==> src/rtl/shift_reg_deserializer.sv <==
// Serial-to-parallel stage: gathers WIDTH bits into a word and hands it out
// through a one-entry valid/ready holding register with upstream backpressure.
module shift_reg_deserializer #(
  parameter int unsigned WIDTH     = 4,
  parameter bit          LSB_FIRST = 1'b0
) (
  input  logic             clock,
  input  logic             reset,
  input  logic             bit_in,
  input  logic             bit_valid,
  output logic             bit_ready,
  input  logic             frame_sync,
  output logic [WIDTH-1:0] word_out,
  output logic             word_valid,
  input  logic             word_ready,
  output logic             busy
);

  localparam int unsigned   CW   = $clog2(WIDTH);
  localparam logic [CW-1:0] LAST = CW'(WIDTH - 1);

  logic [WIDTH-1:0] r_sreg;
  logic [CW-1:0]    r_cnt;
  logic [WIDTH-1:0] r_word;
  logic             r_word_valid;

  logic             w_last;
  logic             w_bit_acc;
  logic             w_word_acc;
  logic             w_complete;
  logic [WIDTH-1:0] w_shifted;
  logic [WIDTH-1:0] w_fresh;

  assign w_last     = (r_cnt == LAST);
  // Only the completing bit stalls, and only while the held word is not leaving.
  assign bit_ready  = !(w_last && r_word_valid && !word_ready);
  assign w_bit_acc  = bit_valid && bit_ready;
  assign w_word_acc = r_word_valid && word_ready;
  assign w_complete = w_bit_acc && w_last && !frame_sync;

  always_comb begin
    w_shifted = '0;
    w_fresh   = '0;
    if (LSB_FIRST) begin
      w_shifted            = {bit_in, r_sreg[WIDTH-1:1]};
      w_fresh[WIDTH-1]     = bit_in;
    end else begin
      w_shifted            = {r_sreg[WIDTH-2:0], bit_in};
      w_fresh[0]           = bit_in;
    end
  end

  always_ff @(posedge clock) begin
    if (reset) begin
      r_sreg <= '0;
      r_cnt  <= '0;
    end else if (frame_sync) begin
      if (w_bit_acc) begin
        r_sreg <= w_fresh;
        r_cnt  <= CW'(1);
      end else begin
        r_sreg <= '0;
        r_cnt  <= '0;
      end
    end else if (w_bit_acc) begin
      if (w_last) begin
        r_sreg <= '0;
        r_cnt  <= '0;
      end else begin
        r_sreg <= w_shifted;
        r_cnt  <= r_cnt + CW'(1);
      end
    end
  end

  // A completing word overrides a simultaneous consume, so valid stays high.
  always_ff @(posedge clock) begin
    if (reset) begin
      r_word       <= '0;
      r_word_valid <= 1'b0;
    end else if (w_complete) begin
      r_word       <= w_shifted;
      r_word_valid <= 1'b1;
    end else if (w_word_acc) begin
      r_word_valid <= 1'b0;
    end
  end

  assign word_out   = r_word;
  assign word_valid = r_word_valid;
  assign busy       = (r_cnt != '0);

endmodule

==> config.mk <==
export PLATFORM = sky130hd
export DESIGN_NAME = shift_reg_deserializer
export DESIGN_NICKNAME = d
export VERILOG_FILES = /design/src/rtl/shift_reg_deserializer.sv
export SDC_FILE = /design/constraint.sdc
export NUM_CORES = 1
export LEC_CHECK = 0
export BUFFER_PORTS_ARGS = -buffer_cell sky130_fd_sc_hd__buf_2
export CELL_PAD_IN_SITES_DETAIL_PLACEMENT = 1
export CELL_PAD_IN_SITES_GLOBAL_PLACEMENT = 1
export CORE_AREA = 2 2 39 41
export CTS_CLUSTER_SIZE = 16
export DETAILED_ROUTE_END_ITERATION = 10
export DIE_AREA = 0 0 41 43
export PLACE_DENSITY_LB_ADDON = 0.1
export REMOVE_ABC_BUFFERS = 1
export SKIP_LAST_GASP = 1
export SYNTH_ARGS = -nofsm -noshare
export SYNTH_HDL_FRONTEND = slang
export SYNTH_SLANG_ARGS = --single-unit
==> constraint.sdc <==
create_clock -name clock -period 3 [get_ports clock]
set_input_delay 0.75 -clock clock [delete_from_list [all_inputs] [get_ports clock]]
set_output_delay 0.75 -clock clock [all_outputs]
set_load 0.05 [all_outputs]
# --- Word level (Yosys, flattened, before mapping) ---
# Index checks and enable logic that the tools add are counted.
totals:
  register_bits: 10
  in_bits: 6
  wordCells: 28
  out_inout_bits: 7
classes:
  n_eq_ne: 1
  n_addsub: 1
  n_reduce_logical: 12
  muxes: 10
ops:
  columns: ["op", "n"]
  rows:
  - ["$mux W3", 3]
  - ["$logic_and A1 B1 Y1", 6]
  - ["$mux W2", 3]
  - ["$reduce_bool A2 Y1", 3]
  - ["$mux W1", 4]
  - ["$logic_not A1 Y1", 3]
  - ["$add A2 B1 Y2 const B", 1]
  - ["$eq A2 B2 Y1 const B", 1]

# --- Logic depth before layout (Yosys ltp) ---
# Gate-level depths: netlist of run 1.
logic_depth:
  ltp_word: 8
  depth_mapped: 5
  mapped_depth_nobuf: 5

# --- Worst setup path after synthesis of run 1 ---
# Ideal clock, no wire load.
synth_timing:
  path_kind: "input to output"
  start: "input word_ready"
  end: "output bit_ready"
  t_arrival_ns: 1.182
  required_ns: 2.250
  n_path_buf: 0
  cell_stages: 2
  setup_slack_ns: 1.068
  path_cell_list: "and3b_2 inv_2"
synth_via:
  elab_chain_cells: 3
synth_rtl:
  columns: ["element", "line_no", "rtl"]
  rows:
  - ["start, declared", "15", "input logic word_ready,"]
  - ["$logic_not A1 Y1", "36", "assign bit_ready = !(w_last && r_word_valid && !word_ready);"]
  - ["$logic_and A1 B1 Y1", "36", null]
  - ["$logic_not A1 Y1", "36", null]
  - ["end, declared", "11", "output logic bit_ready,"]
# Every way passes these cells.

# --- Worst setup path after layout of run 1 ---
layout_timing:
  start: "register r_cnt[0]"
  end: "output bit_ready"
layout_via:
  elab_chain_cells: 4
layout_rtl:
  columns: ["element", "line_no", "rtl"]
  rows:
  - ["start, declared", "23", "logic [CW-1:0] r_cnt;"]
  - ["start signal, assigned", "71", "r_cnt <= r_cnt + CW'(1);"]
  - ["$eq A2 B2 Y1", "34", "assign w_last = (r_cnt == LAST);"]
  - ["$logic_and A1 B1 Y1 (2 in series)", "36", null]
  - ["$logic_not A1 Y1", "36", null]
# Every way passes these cells.

==> PnR_summary.wiki, run 1 <==
{| class="wikitable"
! Metric !! Value
|-
| Outcome || completed
|-
| Count of synthesis-stage warnings from yosys || 0
|-
| Cell Rows || 14
|-
| Avg Synthesized Cell Area || 9.106 um^2
|-
| Post-placement setup slack || 851.1 ps
|-
| Cell area after technology mapping || 491.7 um^2
|-
| Layout area overhead || 21.88%
|-
| DRC marker count from the first detailed-route iteration || 4
|-
| Kind of end point of the critical path || primary output
|-
| Final clock period utilization by the worst path || around 72%
|-
| Synthesized netlist cell count || 54
|-
| R2r startpoint || r_cnt[1]$_SDFFE_PP0P_
|-
| Post-synthesis adder-cell area fraction || 5.089%
|-
| Total clock sinks || 10
|-
| Width of the die || 41 um
|-
| Number of flip-flops and latches in the synthesized netlist || 10
|-
| Total design power || 0.2878 mW
|-
| Skew-Pair Late Insertion Delay || ~270 ps
|-
| Post-Route WL || 1015 um
|-
| Worst setup startpoint || r_cnt[0]$_SDFFE_PP0P_
|-
| Unique masters post-synth || 23
|-
| Worst ir drop on vdd || 0.2220 mV
|-
| Vert. Die Dim || 43 um
|-
| TritonRoute pass-1 iters || 4
|-
| Count of pins over their slew limit || 0
|-
| Detail Route met3 WL || 61 um
|-
| Combinational family with the most area after synthesis || simple AND/OR/NAND/NOR gates
|-
| CTS H-Tree Depth || 1
|-
| Fill cell instance count of the final layout || 184
|-
| Met2 routed WL || 478 um
|-
| Maxcap violations || 0
|-
| Post-route met1 wirelength || 470 um
|-
| Startpoint Class || flip-flop
|-
| # DRC || 0
|-
| Final setup margin || 829.5 ps
|-
| CTS buffer count || 3
|-
| Post-route core utilization || 43.31%
|-
| RSZ-0062 raised after global routing || false
|-
| Final count of negative-setup-slack endpoints || 0
|-
| Share of cell area taken by muxes after synthesis || 8.142%
|-
| Master cell of the clock root buffer || sky130_fd_sc_hd__clkbuf_4
|-
| Aggregate global routing overflow || 0
|-
| Minimum period implied by the final worst setup slack || between 2000 and 2500 ps
|-
| Floorplan die area || 1763 um^2
|-
| CTS tree || yes
|-
| Area fraction in compound gates after synthesis || 16.54%
|-
| Core area || between 1000 and 1500 um^2
|-
| Register-to-register path setup slack || 1620 ps
|-
| Worst-Margin Slew || 239.1 ps
|-
| Largest net degree at the start of global routing || 15
|-
| Worst reg2reg path depth || 5
|-
| Worst-path maximum fanout || 6
|-
| CP Capture Point || bit_ready
|-
| # IOs || 13
|-
| Power density cells || about 480 nW/um^2
|-
| Wire length of the first global-routing pass || 1704 um
|-
| Wire per inst || 12.08 um
|-
| Number of enable flip-flop cells after synthesis || 0
|-
| Largest buffer count on any clock path || 2
|-
| Number of buffers inserted to repair setup after CTS || 0
|-
| CP required || 2250 ps
|-
| Vias post-DR || 423
|-
| Worst setup path category || flip-flop to primary output
|-
| Worst Clk Skew || between 1.5 and 2 ps
|-
| Post-DRT Antenna Nets || 0
|-
| Proportion of register bits with asynchronous set or reset after synthesis || 0%
|-
| WP data arrival || around 1400 ps
|-
| Capture point of the worst reg-to-reg path || r_cnt[0]$_SDFFE_PP0P_
|-
| Number of nets in the final layout || 77
|-
| Total global routing track utilization || 15.02%
|-
| Detailed placement HPWL || 758.8 um
|-
| Resize count post-CTS || 0
|-
| Number of global-route vias before repair || 408
|-
| XOR/XNOR share of the synthesized area || 0%
|-
| Relative slew slack || 83.85%
|-
| Clock slew seen by the registers of the worst setup and hold paths || around 70 ps
|-
| Min-Delay Path Class || flip-flop to flip-flop
|-
| Routability congestion estimate || roughly 0.67
|-
| Sequential fraction of the synthesis area || approximately 41%
|-
| Effective utilization at floorplan || approximately 36%
|-
| Number of hold buffers added after CTS || 0
|-
| Area fraction in and, or, nand and nor cells after synthesis || 23.92%
|-
| Via density per instance || 5.036
|-
| Leakage Power || 0.2442 nW
|-
| Max Used Layer || met4
|-
| F_max || 460.7 MHz
|-
| Antenna violations before repair || 0
|-
| Count of buffers from port buffering || 12
|-
| Prevailing post-synth register cell || sky130_fd_sc_hd__dfxtp_1
|-
| Layout cells sized above 1 || 30.88%
|-
| Antenna cell count || 0
|-
| Setup TNS after final layout || 0 ps
|-
| Final hold violations || 0
|}
==> routing by layer <==
metal	GRT usage, %	vias to the layer above
met2	20.94	13
met3	7.853	2
met5	0	-
li1	-	213
met4	8.000	0
met1	17.92	195
==> cells in the mapped netlist (2+ instances only) <==
| cell | count | area, um^2 |
|---|---|---|
| sky130_fd_sc_hd__a211oi_1 | 3 | 22.52 |
| sky130_fd_sc_hd__dfxtp_1 | 10 | 200.2 |
| sky130_fd_sc_hd__ha_1 | 2 | 25.02 |
| sky130_fd_sc_hd__inv_1 | 4 | 15.01 |
| sky130_fd_sc_hd__mux2i_1 | 4 | 40.04 |
| sky130_fd_sc_hd__nand2_1 | 3 | 11.26 |
| sky130_fd_sc_hd__nand2b_1 | 9 | 56.30 |
| sky130_fd_sc_hd__o21ai_0 | 4 | 20.02 |
==> power breakdown <==
part / switching (mW) / total [mW] / internal (mW)
clock: 0.0529 / 0.127 / 0.0738
sequential: 0.00148 / 0.136 / 0.135
combinational: 0.0152 / 0.0249 / 0.00961
total: 0.0696 / 0.288 / 0.218
==> state kept, by name (all words and copies together), names as in the netlist <==
signal and cells:
word_out 4, r_sreg 3, r_cnt 2, word_valid 1
==> cells in the final DEF (no fill, tap or decap) <==
cell / Yosys / final
sky130_fd_sc_hd__nor2_1: 1 / 1
sky130_fd_sc_hd__a211oi_1: 3 / 3
sky130_fd_sc_hd__nor2b_2: 1 / 1
sky130_fd_sc_hd__nand2_1: 3 / 3
sky130_fd_sc_hd__a21oi_2: 1 / 1
sky130_fd_sc_hd__o211ai_1: 1 / 1
sky130_fd_sc_hd__a211o_1: 1 / 1
sky130_fd_sc_hd__clkbuf_8: 0 / 1
sky130_fd_sc_hd__dfxtp_1: 10 / 10
sky130_fd_sc_hd__o41ai_1: 1 / 1
sky130_fd_sc_hd__a21oi_1: 1 / 1
sky130_fd_sc_hd__and2b_2: 1 / 1
sky130_fd_sc_hd__nand2b_1: 9 / 9
sky130_fd_sc_hd__mux2i_1: 4 / 4
sky130_fd_sc_hd__nor3b_1: 1 / 1
sky130_fd_sc_hd__and3b_2: 1 / 1
sky130_fd_sc_hd__inv_2: 1 / 1
sky130_fd_sc_hd__clkbuf_4: 0 / 3
sky130_fd_sc_hd__ha_1: 2 / 2
sky130_fd_sc_hd__buf_2: 1 / 12
sky130_fd_sc_hd__and3_1: 1 / 1
sky130_fd_sc_hd__nand3_1: 1 / 1
sky130_fd_sc_hd__o21ai_0: 4 / 4
sky130_fd_sc_hd__inv_1: 4 / 4
==> metrics by stage <==
stage | cells | hold WS [ps] | cell area (um^2)
5_1_grt | 84 | 505.5 | 599.3
2_1_floorplan | 52 | 440.4 | 483.0
3_5_place_dp | 80 | 465.6 | 563.0
3_3_place_gp | 80 | 457.5 | 563.0
6_report | 84 | 470.6 | 599.3
4_1_cts | 84 | 477.8 | 599.3
==> worst min-delay path by stage <==
stage                                         from                       end  slack, ps  cells past startpoint
after floorplan             r_sreg[0]$_SDFFE_PP0P_    r_sreg[1]$_SDFFE_PP0P_        440                      2
after global placement    word_out[1]$_SDFFE_PP0P_  word_out[1]$_SDFFE_PP0P_        460                      2
after detailed placement  word_out[2]$_SDFFE_PP0P_  word_out[2]$_SDFFE_PP0P_        470                      2
after CTS                 word_out[2]$_SDFFE_PP0P_  word_out[2]$_SDFFE_PP0P_        480                      2
after global routing      word_out[2]$_SDFFE_PP0P_  word_out[2]$_SDFFE_PP0P_        510                      2
final                     word_out[2]$_SDFFE_PP0P_  word_out[2]$_SDFFE_PP0P_        470                      2
==> area by class of cell <==
class,count,area (um^2),share of cell area (%)
clock buffers,4,36.28,6.054
multi-input cells,37,264.0,44.05
well taps,16,20.02,3.340
repair buffers,12,60.06,10.02
inverters,5,18.77,3.132
flip-flops and latches,10,200.2,33.40
==> worst max-delay path, cell delays in order, from the launching register on <==
cell and delay, ps:
sky130_fd_sc_hd__dfxtp_1 320, sky130_fd_sc_hd__ha_1 230, sky130_fd_sc_hd__and3b_2 250, sky130_fd_sc_hd__inv_2 80
sky130_fd_sc_hd__buf_2 260
==> kinds of logic (layout without fill, tap and decap cells) <==
logic type,after synthesis,after routing
flip-flops,10,10
buffers and inverters,7,21
multiplexers,4,4
AO/OA/AOI/OAI,12,12
AND/OR/NAND/NOR,19,19
adder cells (fa/ha/maj),2,2
(Power assumes the default switching activity.)
==> inputs of run 2 (changes only) <==
- CORE_AREA: 2 2 39 41 -> 2 2 43 45
- DIE_AREA: 0 0 41 43 -> 0 0 45 47
- clock period: 3 -> 1.9 ns (I/O delays scaled with it)
==> run 2 against run 1 <==
Compared with the run above: clock skew about the same; total power increased by 37%; design area decreased by 1.0%; sequential cell count unchanged; largest power group unchanged; highest routed layer unchanged.
==> PnR_summary.wiki, run 2 (same netlist as run 1, synthesis figures left out) <==
{| class="wikitable"
! Metric !! Value
|-
| F_max || around 550 MHz
|-
| Final count of negative-setup-slack endpoints || 0
|-
| CP required || 1420 ps
|-
| Critical path depth || 4
|-
| # IOs || 13
|-
| RSZ-0062 raised after global routing || false
|-
| Worst ir drop on vdd || 0.2169 mV
|-
| DRC marker count from the first detailed-route iteration || 2
|-
| Flip-flop count of the largest register, all copies and words added || 4
|-
| Core area || 1652 um^2
|-
| Number of buffers inserted to repair setup after CTS || 0
|-
| Cell chain of the critical path || ha_1 -> and3b_2 -> inv_2 -> buf_6
|-
| Minimum period implied by the final worst setup slack || roughly 1800 ps
|-
| Total clock sinks || 10
|-
| Post-DRT Antenna Nets || 0
|-
| Worst Clk Skew || 1.673 ps
|-
| CTS buffer count || 3
|-
| # DRC || 0
|-
| Detailed placement HPWL || 778.3 um
|-
| Routability congestion estimate || 0.6916
|-
| Top library cells by usage in the layout, fill and taps aside || 11 x sky130_fd_sc_hd__buf_2, 10 x sky130_fd_sc_hd__dfxtp_1, 9 x sky130_fd_sc_hd__nand2b_1
|-
| Width of the die || 45 um
|-
| Floorplan die area || 2115 um^2
|-
| Wire length of the first global-routing pass || between 1500 and 2000 um
|-
| Post-placement setup slack || 284.9 ps
|-
| Layout area overhead || 20.61%
|-
| Total design power || 0.3944 mW
|-
| Clock slew seen by the registers of the worst setup and hold paths || ~60 ps
|-
| Vias post-DR || between 400 and 500
|-
| Power density cells || 665.0 nW/um^2
|-
| Relative slew slack || roughly four fifths
|-
| Worst setup path category || flip-flop to primary output
|-
| Count of pins over their slew limit || 0
|-
| Cell depth of the worst hold path || 2
|-
| Vert. Die Dim || roughly 47 um
|-
| Aggregate global routing overflow || 0
|-
| Post-route non-filler standard cell count || between 80 and 90
|-
| Crit-path leading delay family || flip-flops
|-
| Buffers & Inverters on Critical Path || 2
|-
| Via density per instance || 4.893
|-
| Antenna violations before repair || 0
|-
| Delay contributed by the slowest stage of the critical path || 320 ps
|-
| Placed cell area || 564.3 um^2
|-
| Cell Rows || 15
|-
| Layout cells sized above 1 || 29.85%
|-
| Number of nets in the final layout || 77
|-
| Startpoint Class || flip-flop
|-
| WP data arrival || 1330 ps
|-
| CTS H-Tree Depth || 1
|-
| Commonest non-fill, non-tap cell in the layout || sky130_fd_sc_hd__buf_2
|-
| Wire per inst || 12.20 um
|-
| Worst-path maximum fanout || 6
|-
| Leakage Power || 0.2406 nW
|-
| CTS tree || yes
|-
| Placed Cells || 81
|-
| Outcome || completed
|-
| Post-route core utilization || a little over a third
|-
| Worst hold-check slack || roughly 470 ps
|-
| Antenna cell count || 0
|-
| Min-Delay Path Class || flip-flop to flip-flop
|-
| Setup TNS after final layout || 0 ps
|-
| Master cell of the clock root buffer || sky130_fd_sc_hd__clkbuf_4
|-
| Maxcap violations || 0
|-
| Skew-Pair Late Insertion Delay || 260 ps
|-
| Worst-Margin Slew || 271.6 ps
|-
| Total global routing track utilization || 11.75%
|-
| Kind of end point of the critical path || primary output
|-
| Worst reg2reg path depth || 5
|-
| Number of global-route vias before repair || 380
|-
| Largest buffer count on any clock path || 2
|-
| Final clock period utilization by the worst path || 94.93%
|-
| Final hold violations || 0
|-
| Slowest library cell on the worst path || sky130_fd_sc_hd__dfxtp_1
|-
| Design Area, Final || 593.1 um^2
|-
| TritonRoute pass-1 iters || 3
|-
| Final setup margin || 96.35 ps
|-
| Post-Route WL || ~1000 um
|-
| Largest net degree at the start of global routing || 15
|-
| Effective utilization at floorplan || 29.77%
|-
| Count of buffers from port buffering || 12
|}
-- run 2: worst paths after layout --
| kind | slack [ps] | endpoint | start |
|---|---|---|---|
| setup / recovery | 100 | bit_ready | r_cnt[0]$_SDFFE_PP0P_ |
| hold / removal | 470 | word_out[2]$_SDFFE_PP0P_ | word_out[2]$_SDFFE_PP0P_ |
| setup reg to reg | 500 | r_cnt[0]$_SDFFE_PP0P_ | r_cnt[1]$_SDFFE_PP0P_ |
| hold reg to reg | 470 | word_out[2]$_SDFFE_PP0P_ | word_out[2]$_SDFFE_PP0P_ |
-- run 2: layer usage --
| metal | track usage, % | part of all wire [%] |
|---|---|---|
| met4 | 8.824 | 1.1 |
| met3 | 3.462 | 6.0 |
| met2 | 17.14 | 43 |
| met5 | 0 | 0 |
| met1 | 14.62 | 50 |
-- run 2: where the power goes --
| part | internal [mW] | switching, mW |
|---|---|---|
| logic | 0.0152 | 0.0244 |
| clock network | 0.0729 | 0.0665 |
| registers | 0.213 | 0.00243 |
| total | 0.301 | 0.0933 |
-- run 2: cell type report --
class,instances,area [um^2]
Sequential cell,10,200.2
Fill cell,210,1059
Inverter,5,18.77
Multi-Input combinational cell,37,264.0
Clock buffer,3,22.52
Timing Repair Buffer,12,66.31
Tap cell,17,21.27
-- run 2: timing repair --
item,4_1_cts,5_1_grt
hold buffers,0,0
gates resized for setup,1,1
pin swaps,0,1
setup endpoints to repair,1,1
-- run 2: worst register-to-register path: cells and delay by family, from the launching register on --
| kind | cells | cell delay, ps |
|---|---|---|
| fa+ha+maj | 1 | 210 |
| flops | 1 | 360 |
| simple gates | 1 | 260 |
| buf+inv | 1 | 70 |
| compound gates | 2 | 430 |
==> inputs of run 3 (changes only) <==
- BUFFER_PORTS_ARGS: -buffer_cell sky130_fd_sc_hd__buf_2 -> not set
- CORE_AREA: 2 2 43 45 -> 4 4 42 44
- DIE_AREA: 0 0 45 47 -> 0 0 46 48
- DONT_BUFFER_PORTS: not set -> 1
==> run 3 against run 2 <==
Compared with the run above: clock power is 39% higher; combinational power is 36% lower; die area is 4.4% higher; register-to-register slack worse by 120 ps; non-clock buffer count is 11 lower; clock skew is 1.2 ps lower; via count is 4.4% lower; worst setup slack better by 10 ps; sequential cell count stayed put; critical endpoint unchanged; largest cell class unchanged; largest power group unchanged.
==> PnR_summary.wiki, run 3 (same netlist as run 1, synthesis figures left out) <==
{| class="wikitable"
! Metric !! Value
|-
| Count of pins over their slew limit || 0
|-
| RSZ-0062 raised after global routing || false
|-
| Core area || 1436 um^2
|-
| Effective utilization at floorplan || between 30% and 40%
|-
| Post-route non-filler standard cell count || 73
|-
| Maxcap violations || 0
|-
| Worst setup path category || flip-flop to primary output
|-
| Worst-Margin Slew || 513.6 ps
|-
| Total clock sinks || 10
|-
| Kind of end point of the critical path || primary output
|-
| Minimum period implied by the final worst setup slack || 1794 ps
|-
| Clock slew seen by the registers of the worst setup and hold paths || 70 ps
|-
| Layout area overhead || 11.20%
|-
| DRC marker count from the first detailed-route iteration || 4
|-
| TritonRoute pass-1 iters || 4
|-
| Post-DRT Antenna Nets || 0
|-
| Critical hold path startpoint || reset
|-
| Antenna violations before repair || 0
|-
| Count of buffers from port buffering || 0
|-
| Number of global-route vias before repair || 381
|-
| Number of hold buffers added after CTS || 0
|-
| Flip-flop count of the largest register, all copies and words added || 4
|-
| CP required || 1420 ps
|-
| Wire per inst || approximately 14 um
|-
| Final hold violations || 0
|-
| Placed Cells || 69
|-
| CTS tree || yes
|-
| Aggregate global routing overflow || 0
|-
| Detailed placement HPWL || 803.1 um
|-
| # IOs || 13
|-
| Floorplan die area || 2208 um^2
|-
| F_max || 557.5 MHz
|-
| Vias post-DR || 393
|-
| Worst setup startpoint || r_cnt[0]$_SDFFE_PP0P_
|-
| Antenna cell count || 0
|-
| Width of the die || ~46 um
|-
| Layout cells sized above 1 || 17.54%
|-
| Largest net degree at the start of global routing || 15
|-
| Post-Route WL || approximately 1000 um
|-
| Reg area || 200.2 um^2
|-
| Worst-path maximum fanout || 6
|-
| Worst Clk Skew || roughly 0.46 ps
|-
| Number of nets in the final layout || 66
|-
| Cell Rows || 14
|-
| Fill cell instance count of the final layout || 178
|-
| Number of buffers inserted to repair setup after CTS || 0
|-
| Startpoint Class || flip-flop
|-
| Wire length of the first global-routing pass || approximately 1700 um
|-
| R2r startpoint || r_cnt[0]$_SDFFE_PP0P_
|-
| # DRC || 0
|-
| CTS buffer count || 3
|-
| Final clock period utilization by the worst path || 94.40%
|-
| Leakage Power || 0.1949 nW
|-
| Commonest non-fill, non-tap cell in the layout || sky130_fd_sc_hd__dfxtp_1
|-
| Vert. Die Dim || around 48 um
|-
| CTS H-Tree Depth || 1
|-
| Final count of negative-setup-slack endpoints || 0
|-
| Power density cells || 794.2 nW/um^2
|-
| Min-Delay Path Class || input pin to flip-flop
|-
| Setup TNS after final layout || 0 ps
|-
| Skew-Pair Late Insertion Delay || around 260 ps
|-
| Top library cells by usage in the layout, fill and taps aside || 10 x sky130_fd_sc_hd__dfxtp_1, 9 x sky130_fd_sc_hd__nand2b_1, 4 x sky130_fd_sc_hd__inv_1, 4 x sky130_fd_sc_hd__mux2i_1, 4 x sky130_fd_sc_hd__o21ai_0
|-
| Resize count post-CTS || 0
|-
| Routability congestion estimate || 0.8121
|-
| Outcome || completed
|-
| Via density per instance || 5.384
|-
| Footprint of the multi-input gates || 264.0 um^2
|-
| Largest buffer count on any clock path || 2
|-
| Total global routing track utilization || 11.51%
|-
| Worst ir drop on vdd || 0.2904 mV
|-
| Relative slew slack || 65.72%
|-
| WP data arrival || ~1300 ps
|-
| Master cell of the clock root buffer || sky130_fd_sc_hd__clkbuf_4
|}
run 3: cell count changes in the layout (fill, tap and decap cells not counted), sizes merged:
cell | previous run | this run
buf | 12 | 1
clkbuf | 3 | 4
run 3: critical path: stages (launching register included):
cell                      delay, ps
sky130_fd_sc_hd__dfxtp_1        330
sky130_fd_sc_hd__ha_1           240
sky130_fd_sc_hd__and3b_2        250
sky130_fd_sc_hd__inv_2          230
run 3: through the flow:
step | utilization (%) | hold WS [ps] | setup WS, ps | cell area [um^2] | power, mW
after floorplan | - | 440.4 | 330.6 | 483.0 | 0.2425
after global placement | 35.54 | 466.1 | 434.5 | 510.5 | 0.2454
after detailed placement | 35.54 | 462.4 | 354.4 | 510.5 | 0.2462
after CTS | 38.07 | 259.4 | 69.82 | 546.8 | 0.4437
after global routing | 38.07 | 248.2 | 16.60 | 546.8 | 0.4559
final | 38.07 | 267.2 | 106.4 | 546.8 | 0.4342
run 3: per-layer routing:
metal / vias up / global-route usage [%] / share of wire, %
met5: - / 0 / 0
met4: 0 / 1.705 / 0
met3: 0 / 7.895 / 9.0
met2: 14 / 19.51 / 49
met1: 189 / 12.03 / 42
li1: 190 / - / -
run 3: power by group:
group          total [mW]  switching [mW]  leakage, nW  internal (mW)
Clock               0.193          0.0771       0.0210          0.116
Sequential          0.216         0.00269       0.0810          0.213
Combinational      0.0252          0.0147       0.0929         0.0105
Total               0.434          0.0945        0.195          0.340
run 3: path summary, 6_finish.rpt:
path / end / slack, ps / depth (start not counted)
setup / recovery: bit_ready / 110 / 3
hold / removal: r_cnt[0]$_SDFFE_PP0P_ / 270 / 1
setup reg to reg: r_cnt[0]$_SDFFE_PP0P_ / 380 / 5
hold reg to reg: r_sreg[1]$_SDFFE_PP0P_ / 480 / 2
run 3: area by class of cell:
class / instances / area share, %
Clock buffer: 4 / 6.636
Tap cell: 16 / 3.661
Sequential cell: 10 / 36.61
Timing Repair Buffer: 1 / 1.373
Multi-Input combinational cell: 37 / 48.28
Inverter: 5 / 3.432
